File: src/rtl/distram_fifo_prog_pkg.sv
// Shared sizing helpers, latency limits and threshold defaults for distram_fifo_prog.
package distram_fifo_prog_pkg;

    localparam int RD_LATENCY_MIN       = 1;
    localparam int RD_LATENCY_MAX       = 2;
    localparam int DEFAULT_AE_THRESHOLD = 2;

    function automatic int FIFO_CNT_W(input int d);
        return d + 1;
    endfunction

    function automatic int default_af_threshold(input int depth_bits);
        return (1 << depth_bits) - 4;
    endfunction

endpackage

File: src/rtl/distram_fifo_prog_2port.sv
// Distributed-RAM storage: one synchronous write port, one asynchronous read port.
module distram_2port
    import distram_fifo_prog_pkg::*;
#(
    parameter int DATA_WIDTH      = 64,
    parameter int DEPTH_BIT_WIDTH = 5
) (
    input  logic                       clk,
    input  logic                       we,
    input  logic [DEPTH_BIT_WIDTH-1:0] waddr,
    input  logic [DATA_WIDTH-1:0]      din,
    input  logic [DEPTH_BIT_WIDTH-1:0] raddr,
    output logic [DATA_WIDTH-1:0]      dout
);

    logic [DATA_WIDTH-1:0] mem [2**DEPTH_BIT_WIDTH];

    always_ff @(posedge clk) begin
        if (we) mem[waddr] <= din;
    end

    assign dout = mem[raddr];

endmodule

File: src/rtl/distram_fifo_prog.sv
// Programmable distributed-RAM FIFO with 1/2-stage read latency and sticky error flags.
// Define DISTRAM_FIFO_FWFT_EN for first-word-fall-through mode (head register, RD_LATENCY ignored).
module distram_fifo_prog
    import distram_fifo_prog_pkg::*;
#(
    parameter int FIFO_WIDTH                 = 64,
    parameter int FIFO_DEPTH_BITS            = 5,
    parameter int FIFO_ALMOSTFULL_THRESHOLD  = default_af_threshold(FIFO_DEPTH_BITS),
    parameter int FIFO_ALMOSTEMPTY_THRESHOLD = DEFAULT_AE_THRESHOLD,
    parameter int RD_LATENCY                 = 1
) (
    input  logic                     clk,
    input  logic                     reset_n,
    input  logic                     we,
    input  logic [FIFO_WIDTH-1:0]    din,
    output logic                     full,
    output logic                     almostfull,
    input  logic                     re,
    output logic                     valid,
    output logic [FIFO_WIDTH-1:0]    dout,
    output logic                     empty,
    output logic                     almostempty,
    output logic [FIFO_DEPTH_BITS:0] count,
    input  logic                     err_clr,
    output logic                     overflow,
    output logic                     underflow
);

    localparam int CW = FIFO_CNT_W(FIFO_DEPTH_BITS);
    localparam logic [CW-1:0] AF_TH = CW'(FIFO_ALMOSTFULL_THRESHOLD);
    localparam logic [CW-1:0] AE_TH = CW'(FIFO_ALMOSTEMPTY_THRESHOLD);

    if (RD_LATENCY < RD_LATENCY_MIN || RD_LATENCY > RD_LATENCY_MAX) begin : g_bad_latency
        $error("distram_fifo_prog: RD_LATENCY must be 1 or 2");
    end

    logic [CW-1:0]         wr_ptr;
    logic [CW-1:0]         rd_ptr;
    logic [CW-1:0]         count_q;
    logic [CW-1:0]         count_nxt;
    logic                  ram_empty;
    logic                  wr_acc;
    logic                  rd_acc;
    logic                  pop;
    logic                  ovf_evt;
    logic                  unf_evt;
    logic [FIFO_WIDTH-1:0] ram_rdata;

    assign ram_empty = (wr_ptr == rd_ptr);

    distram_2port #(
        .DATA_WIDTH      (FIFO_WIDTH),
        .DEPTH_BIT_WIDTH (FIFO_DEPTH_BITS)
    ) u_ram (
        .clk   (clk),
        .we    (wr_acc),
        .waddr (wr_ptr[FIFO_DEPTH_BITS-1:0]),
        .din   (din),
        .raddr (rd_ptr[FIFO_DEPTH_BITS-1:0]),
        .dout  (ram_rdata)
    );

`ifdef DISTRAM_FIFO_FWFT_EN
    localparam logic [CW-1:0] CAPACITY = CW'(1 << FIFO_DEPTH_BITS);

    logic                  head_valid;
    logic [FIFO_WIDTH-1:0] head_data;

    // count includes the head word, so capacity is judged on count rather than on the RAM pointers
    assign full    = (count_q == CAPACITY);
    assign empty   = ~head_valid;
    assign wr_acc  = we & ~full;
    assign pop     = re & head_valid;
    assign rd_acc  = ~ram_empty & (~head_valid | pop);
    assign ovf_evt = we & full;
    assign unf_evt = re & ~head_valid;

    always_ff @(posedge clk or negedge reset_n) begin
        if (!reset_n) begin
            head_valid <= 1'b0;
            head_data  <= '0;
        end else if (rd_acc) begin
            head_valid <= 1'b1;
            head_data  <= ram_rdata;
        end else if (pop) begin
            head_valid <= 1'b0;
        end
    end

    assign valid = head_valid;
    assign dout  = head_data;
`else
    logic                  v1;
    logic [FIFO_WIDTH-1:0] d1;

    assign full    = (wr_ptr[FIFO_DEPTH_BITS-1:0] == rd_ptr[FIFO_DEPTH_BITS-1:0]) &&
                     (wr_ptr[FIFO_DEPTH_BITS] != rd_ptr[FIFO_DEPTH_BITS]);
    assign empty   = ram_empty;
    assign wr_acc  = we & ~full;
    assign rd_acc  = re & ~ram_empty;
    assign pop     = rd_acc;
    assign ovf_evt = we & full;
    assign unf_evt = re & ram_empty;

    // data registers only load alongside their valid so dout holds between reads
    always_ff @(posedge clk or negedge reset_n) begin
        if (!reset_n) begin
            v1 <= 1'b0;
            d1 <= '0;
        end else begin
            v1 <= rd_acc;
            if (rd_acc) d1 <= ram_rdata;
        end
    end

    if (RD_LATENCY == 2) begin : g_lat2
        logic                  v2;
        logic [FIFO_WIDTH-1:0] d2;

        always_ff @(posedge clk or negedge reset_n) begin
            if (!reset_n) begin
                v2 <= 1'b0;
                d2 <= '0;
            end else begin
                v2 <= v1;
                if (v1) d2 <= d1;
            end
        end

        assign valid = v2;
        assign dout  = d2;
    end else begin : g_lat1
        assign valid = v1;
        assign dout  = d1;
    end
`endif

    always_comb begin
        count_nxt = count_q;
        if (wr_acc && !pop)      count_nxt = count_q + CW'(1);
        else if (!wr_acc && pop) count_nxt = count_q - CW'(1);
    end

    always_ff @(posedge clk or negedge reset_n) begin
        if (!reset_n) begin
            wr_ptr      <= '0;
            rd_ptr      <= '0;
            count_q     <= '0;
            almostfull  <= 1'b0;
            almostempty <= 1'b1;
        end else begin
            if (wr_acc) wr_ptr <= wr_ptr + CW'(1);
            if (rd_acc) rd_ptr <= rd_ptr + CW'(1);
            count_q     <= count_nxt;
            almostfull  <= (count_nxt > AF_TH);
            almostempty <= (count_nxt <= AE_TH);
        end
    end

    always_ff @(posedge clk or negedge reset_n) begin
        if (!reset_n) begin
            overflow  <= 1'b0;
            underflow <= 1'b0;
        end else begin
            if (ovf_evt)      overflow <= 1'b1;
            else if (err_clr) overflow <= 1'b0;
            if (unf_evt)      underflow <= 1'b1;
            else if (err_clr) underflow <= 1'b0;
        end
    end

    assign count = count_q;

endmodule

File: config.mk
export PLATFORM = sky130hd
export DESIGN_NAME = distram_fifo_prog
export DESIGN_NICKNAME = d
export VERILOG_FILES = /design/src/rtl/distram_fifo_prog_pkg.sv /design/src/rtl/distram_fifo_prog_2port.sv /design/src/rtl/distram_fifo_prog.sv
export SDC_FILE = /design/constraint.sdc
export NUM_CORES = 2
export LEC_CHECK = 0
export CAP_MARGIN = 20
export CORE_MARGIN = 10
export CORE_UTILIZATION = 40
export DETAILED_ROUTE_END_ITERATION = 8
export DONT_BUFFER_PORTS = 1
export SYNTH_ARGS = -nofsm -noshare
export SYNTH_HDL_FRONTEND = slang
export SYNTH_HIERARCHICAL = 1
export SYNTH_SLANG_ARGS = --single-unit
File: constraint.sdc
create_clock -name clk -period 8.45 [get_ports clk]
set_clock_uncertainty 0.05 [all_clocks]
set_input_delay 2.535 -clock clk [delete_from_list [all_inputs] [get_ports clk]]
set_output_delay 2.535 -clock clk [all_outputs]
set_load 0.02 [all_outputs]
==> key figures <==
Floorplanning
  – Horizontal die dimension: about 470 um
  – Number of placement rows: about 170
  – Placeable Area: 0.202 mm2
  – Number of I/O pins: ~150
  – Floorplan die area: about 0.22 mm2
  – Chip Height: 471 um
  – Effective utilization at floorplan: between 40% and 50%

Setup path
  – Kind of start point of the critical path: flip-flop
  – Required @ worst endpoint: approximately 5.9 ns
  – Critical path class: reg2out
  – Register-to-Register Path Depth: 6
  – Worst R2R Start: rd_ptr[0]
  – Arrival @ worst endpoint: 3.11 ns
  – Launching instance or port of the critical path: rd_ptr[0]
  – Peak fanout along the critical path: 43
  – Type of element capturing the critical path: output port

Yosys
  – Async set or reset register ratio after synthesis: 4.07%
  – Synthesis warning total: 6
  – Post-synthesis instance area: around 0.081 mm2
  – Proportion of synthesized chip area in sequential cells: between 70% and 80%
  – Flops & latches, synth: between 2,000 and 2,500
  – Mean instance size in the synthesized netlist: about 24 um2
  – Net Count, Synth: around 3,500
  – Number of flops mapped to enable cells by yosys: 2,048
  – Unique masters post-synth: 54
  – Top FF cell, synth: edfxtp_1
  – Gate count of the mapped netlist: between 3,000 and 4,000

Detailed routing
  – Final routed wirelength across all metal layers: ~200,000 um
  – Vias after detailed routing: ~37,000
  – Total iterations of the first detailed-routing run: 5
  – Number of DRC violations after detailed-routing iteration 0: ~4,000
  – DRC: 0
  – WL per Instance: 31.2 um
  – Remaining antenna violation count after routing: 0
  – Number of vias per cell after detailed routing: roughly 5.7

STA
  – Slew at the pin closest to its max-slew limit: approximately 1.3 ns
  – Crit share post-route: 67.3%
  – Worst max-slew margin expressed relative to the limit: approximately 16%
  – RSZ-0062 raised after global routing: no
  – Maximum clock frequency: between 0.15 and 0.2 GHz
  – Final number of max-transition violations: 0
  – Count of endpoints failing setup in the final report: 0
  – Number of failing hold endpoints at the final stage: 0
  – Final min period: between 5 and 6 ns
  – Setup total negative slack: 0 ns

CTS
  – Maximum root-to-sink buffer count: 3
  – TritonCTS clock tree: yes
  – Clock latency on the worst-skew pair: 0.84 ns
  – Clock slew at the register clock pins of the worst setup and hold paths: ~0.060 ns
  – Root buffer selected by CTS: clkbuf_16
  – Sinks on the clock net: 2,135
  – H-tree lvl count: 4
  – Number of buffers added by the clock tree synthesis step: about 220
  – Setup fix buffers added after clock tree synthesis: 0
  – Number of buffers inserted for hold repair after clock tree synthesis: 0
  – Post-cts gate resize count: 0

Power
  – Total power consumption of the routed design: 30,800 uW
  – Power per Cell Area: around 330 mW/mm2
  – Peak supply drop: between 0.3 and 0.4 mV
  – Leakage power summed over all cells: 0.0287 uW

Layout
  – Fraction of layout instances using a drive strength above 1: ~30%
  – # nets final: between 3,000 and 4,000
  – Synth-to-Final Area Change: 13.2%

GRT
  – First-pass GRT wire length: slightly below 300,000 um
  – Grt ovf: 0
  – Pin count of the biggest net entering global routing: 129
  – Total routing usage reported by global routing: between 15 and 20%
  – Vias in the first global route: 37,700
  – Number of antenna violations at the first check in global routing: 6

Job
  – Max-cap violation count: 0

Placement
  – IO buf count: 0
  – Routability Congestion: a little over 0.7
  – HPWL after detailed placement: 106,000 um

Worst hold path
  – Hold crit path type: reg2reg
  – Startpoint of the tightest hold check path: rd_ptr[5]
  – Worst hold stages: 1

Run status
  – Status: complete, no violations
metrics by stage:
stage	utilization [%]	cell area (um2)	cells	worst slack (ns)	hold WS, ns
2_1_floorplan	-	81300	3418	1.74	0.452
3_3_place_gp	42.0	85000	5991	2.56	0.471
3_5_place_dp	42.0	85000	5991	2.49	0.487
4_1_cts	45.5	92000	6388	2.67	0.495
5_1_grt	45.5	92000	6389	2.53	0.506
6_report	45.5	92000	6391	2.76	0.498
area by class of cell:
class	instances	area, um2
timing repair buffer	73	836
multi-input combinational	1105	17100
clock inverter	122	1270
antenna	2	5.00
inverter	7	28.8
fill	16500	110000
sequential	2135	63700
tap	2672	3340
clock buffer	275	5770
sequential cells by signal, indices dropped and copies added (netlist names):
| name | count |
|---|---|
| almostempty | 1 |
| almostfull | 1 |
| count | 6 |
| dout | 64 |
| overflow | 1 |
| rd_ptr | 6 |
| u_ram/mem | 2048 |
| underflow | 1 |
| valid | 1 |
| wr_ptr | 6 |
Yosys cell counts, drive strengths merged (2+ instances only):
library cell	number	area, um2
and3	4	35.0
mux2i	40	400
and2	4	25.0
a211oi	4	35.0
buf	108	567
xor2	6	60.1
dfrtp	86	2150
o31a	3	26.3
a22o	3	26.3
o32ai	2	36.3
clkbuf	63	236
o2bb2ai	4	35.0
edfxtp	2048	61500
a221oi	12	105
nand3	10	50.1
o221ai	3	26.3
a21oi	3	26.3
inv	7	26.3
mux4	602	13600
nand3b	5	37.5
ha	4	50.1
o21ai	13	68.8
mux2	75	845
nand2	209	785
nand4	5	31.3
o211ai	3	22.5
nor2	45	169
nor2b	4	25.0
o22ai	10	62.6
or3b	2	17.5
a22oi	3	22.5
xnor2	16	148
nand2b	3	18.8
layer usage:
metal / wire [um] / up-vias / GRT usage, % / share of wire, %
met4: 3580 / 4 / 3.74 / 1.8
met2: 97200 / 1275 / 28.5 / 49
met3: 13600 / 239 / 3.50 / 6.8
met1: 85100 / 20400 / 25.4 / 43
met5: 29 / - / 0 / 0.015
li1: - / 14800 / - / -
logic make-up after synthesis:
family | synth area share, %
muxes | 18.2
buffers and inverters | 1.02
DFF | 78.3
AOI/OAI and AO/OA | 0.640
and+or+nand+nor | 1.52
adders and majority gates | 0.0615
xor gates and xnor gates | 0.255
worst max-delay path: stages (launching register included):
cell	delay [ns]
dfrtp_4	1.09
xnor2_1	0.22
and3_4	0.25
nand3_1	0.12
nor2_1	0.55
path summary, 6_finish.rpt:
| check | end | slack [ns] |
|---|---|---|
| max | full | 2.76 |
| min | rd_ptr[5] | 0.50 |
| max reg2reg | u_ram/mem[22][27] | 3.58 |
| min reg2reg | rd_ptr[5] | 0.50 |
| max in group asynchronous | dout[23] | 6.68 |
| min in group asynchronous | underflow | 1.34 |
placed cells by master (no fill, tap or decap), types with 13 or more instances in the layout:
master / synthesis / routed
clkinv_1: 0 / 40
buf_4: 15 / 50
nor2_1: 45 / 13
buf_12: 0 / 23
edfxtp_1: 2048 / 2048
mux2i_1: 40 / 40
mux4_2: 602 / 602
bufinv_16: 0 / 21
mux2_2: 75 / 75
dfrtp_1: 86 / 81
nor2_4: 0 / 32
clkbuf_1: 63 / 49
clkbuf_16: 0 / 220
clkinv_2: 0 / 37
nand2_1: 209 / 209
xnor2_1: 15 / 15
where the power goes:
group | total [uW] | internal, uW | switching (uW)
registers | 13300 | 12500 | 788
logic | 8060 | 3800 | 4260
clock network | 9480 | 5470 | 4010
Power figures use the tool's default switching activity.
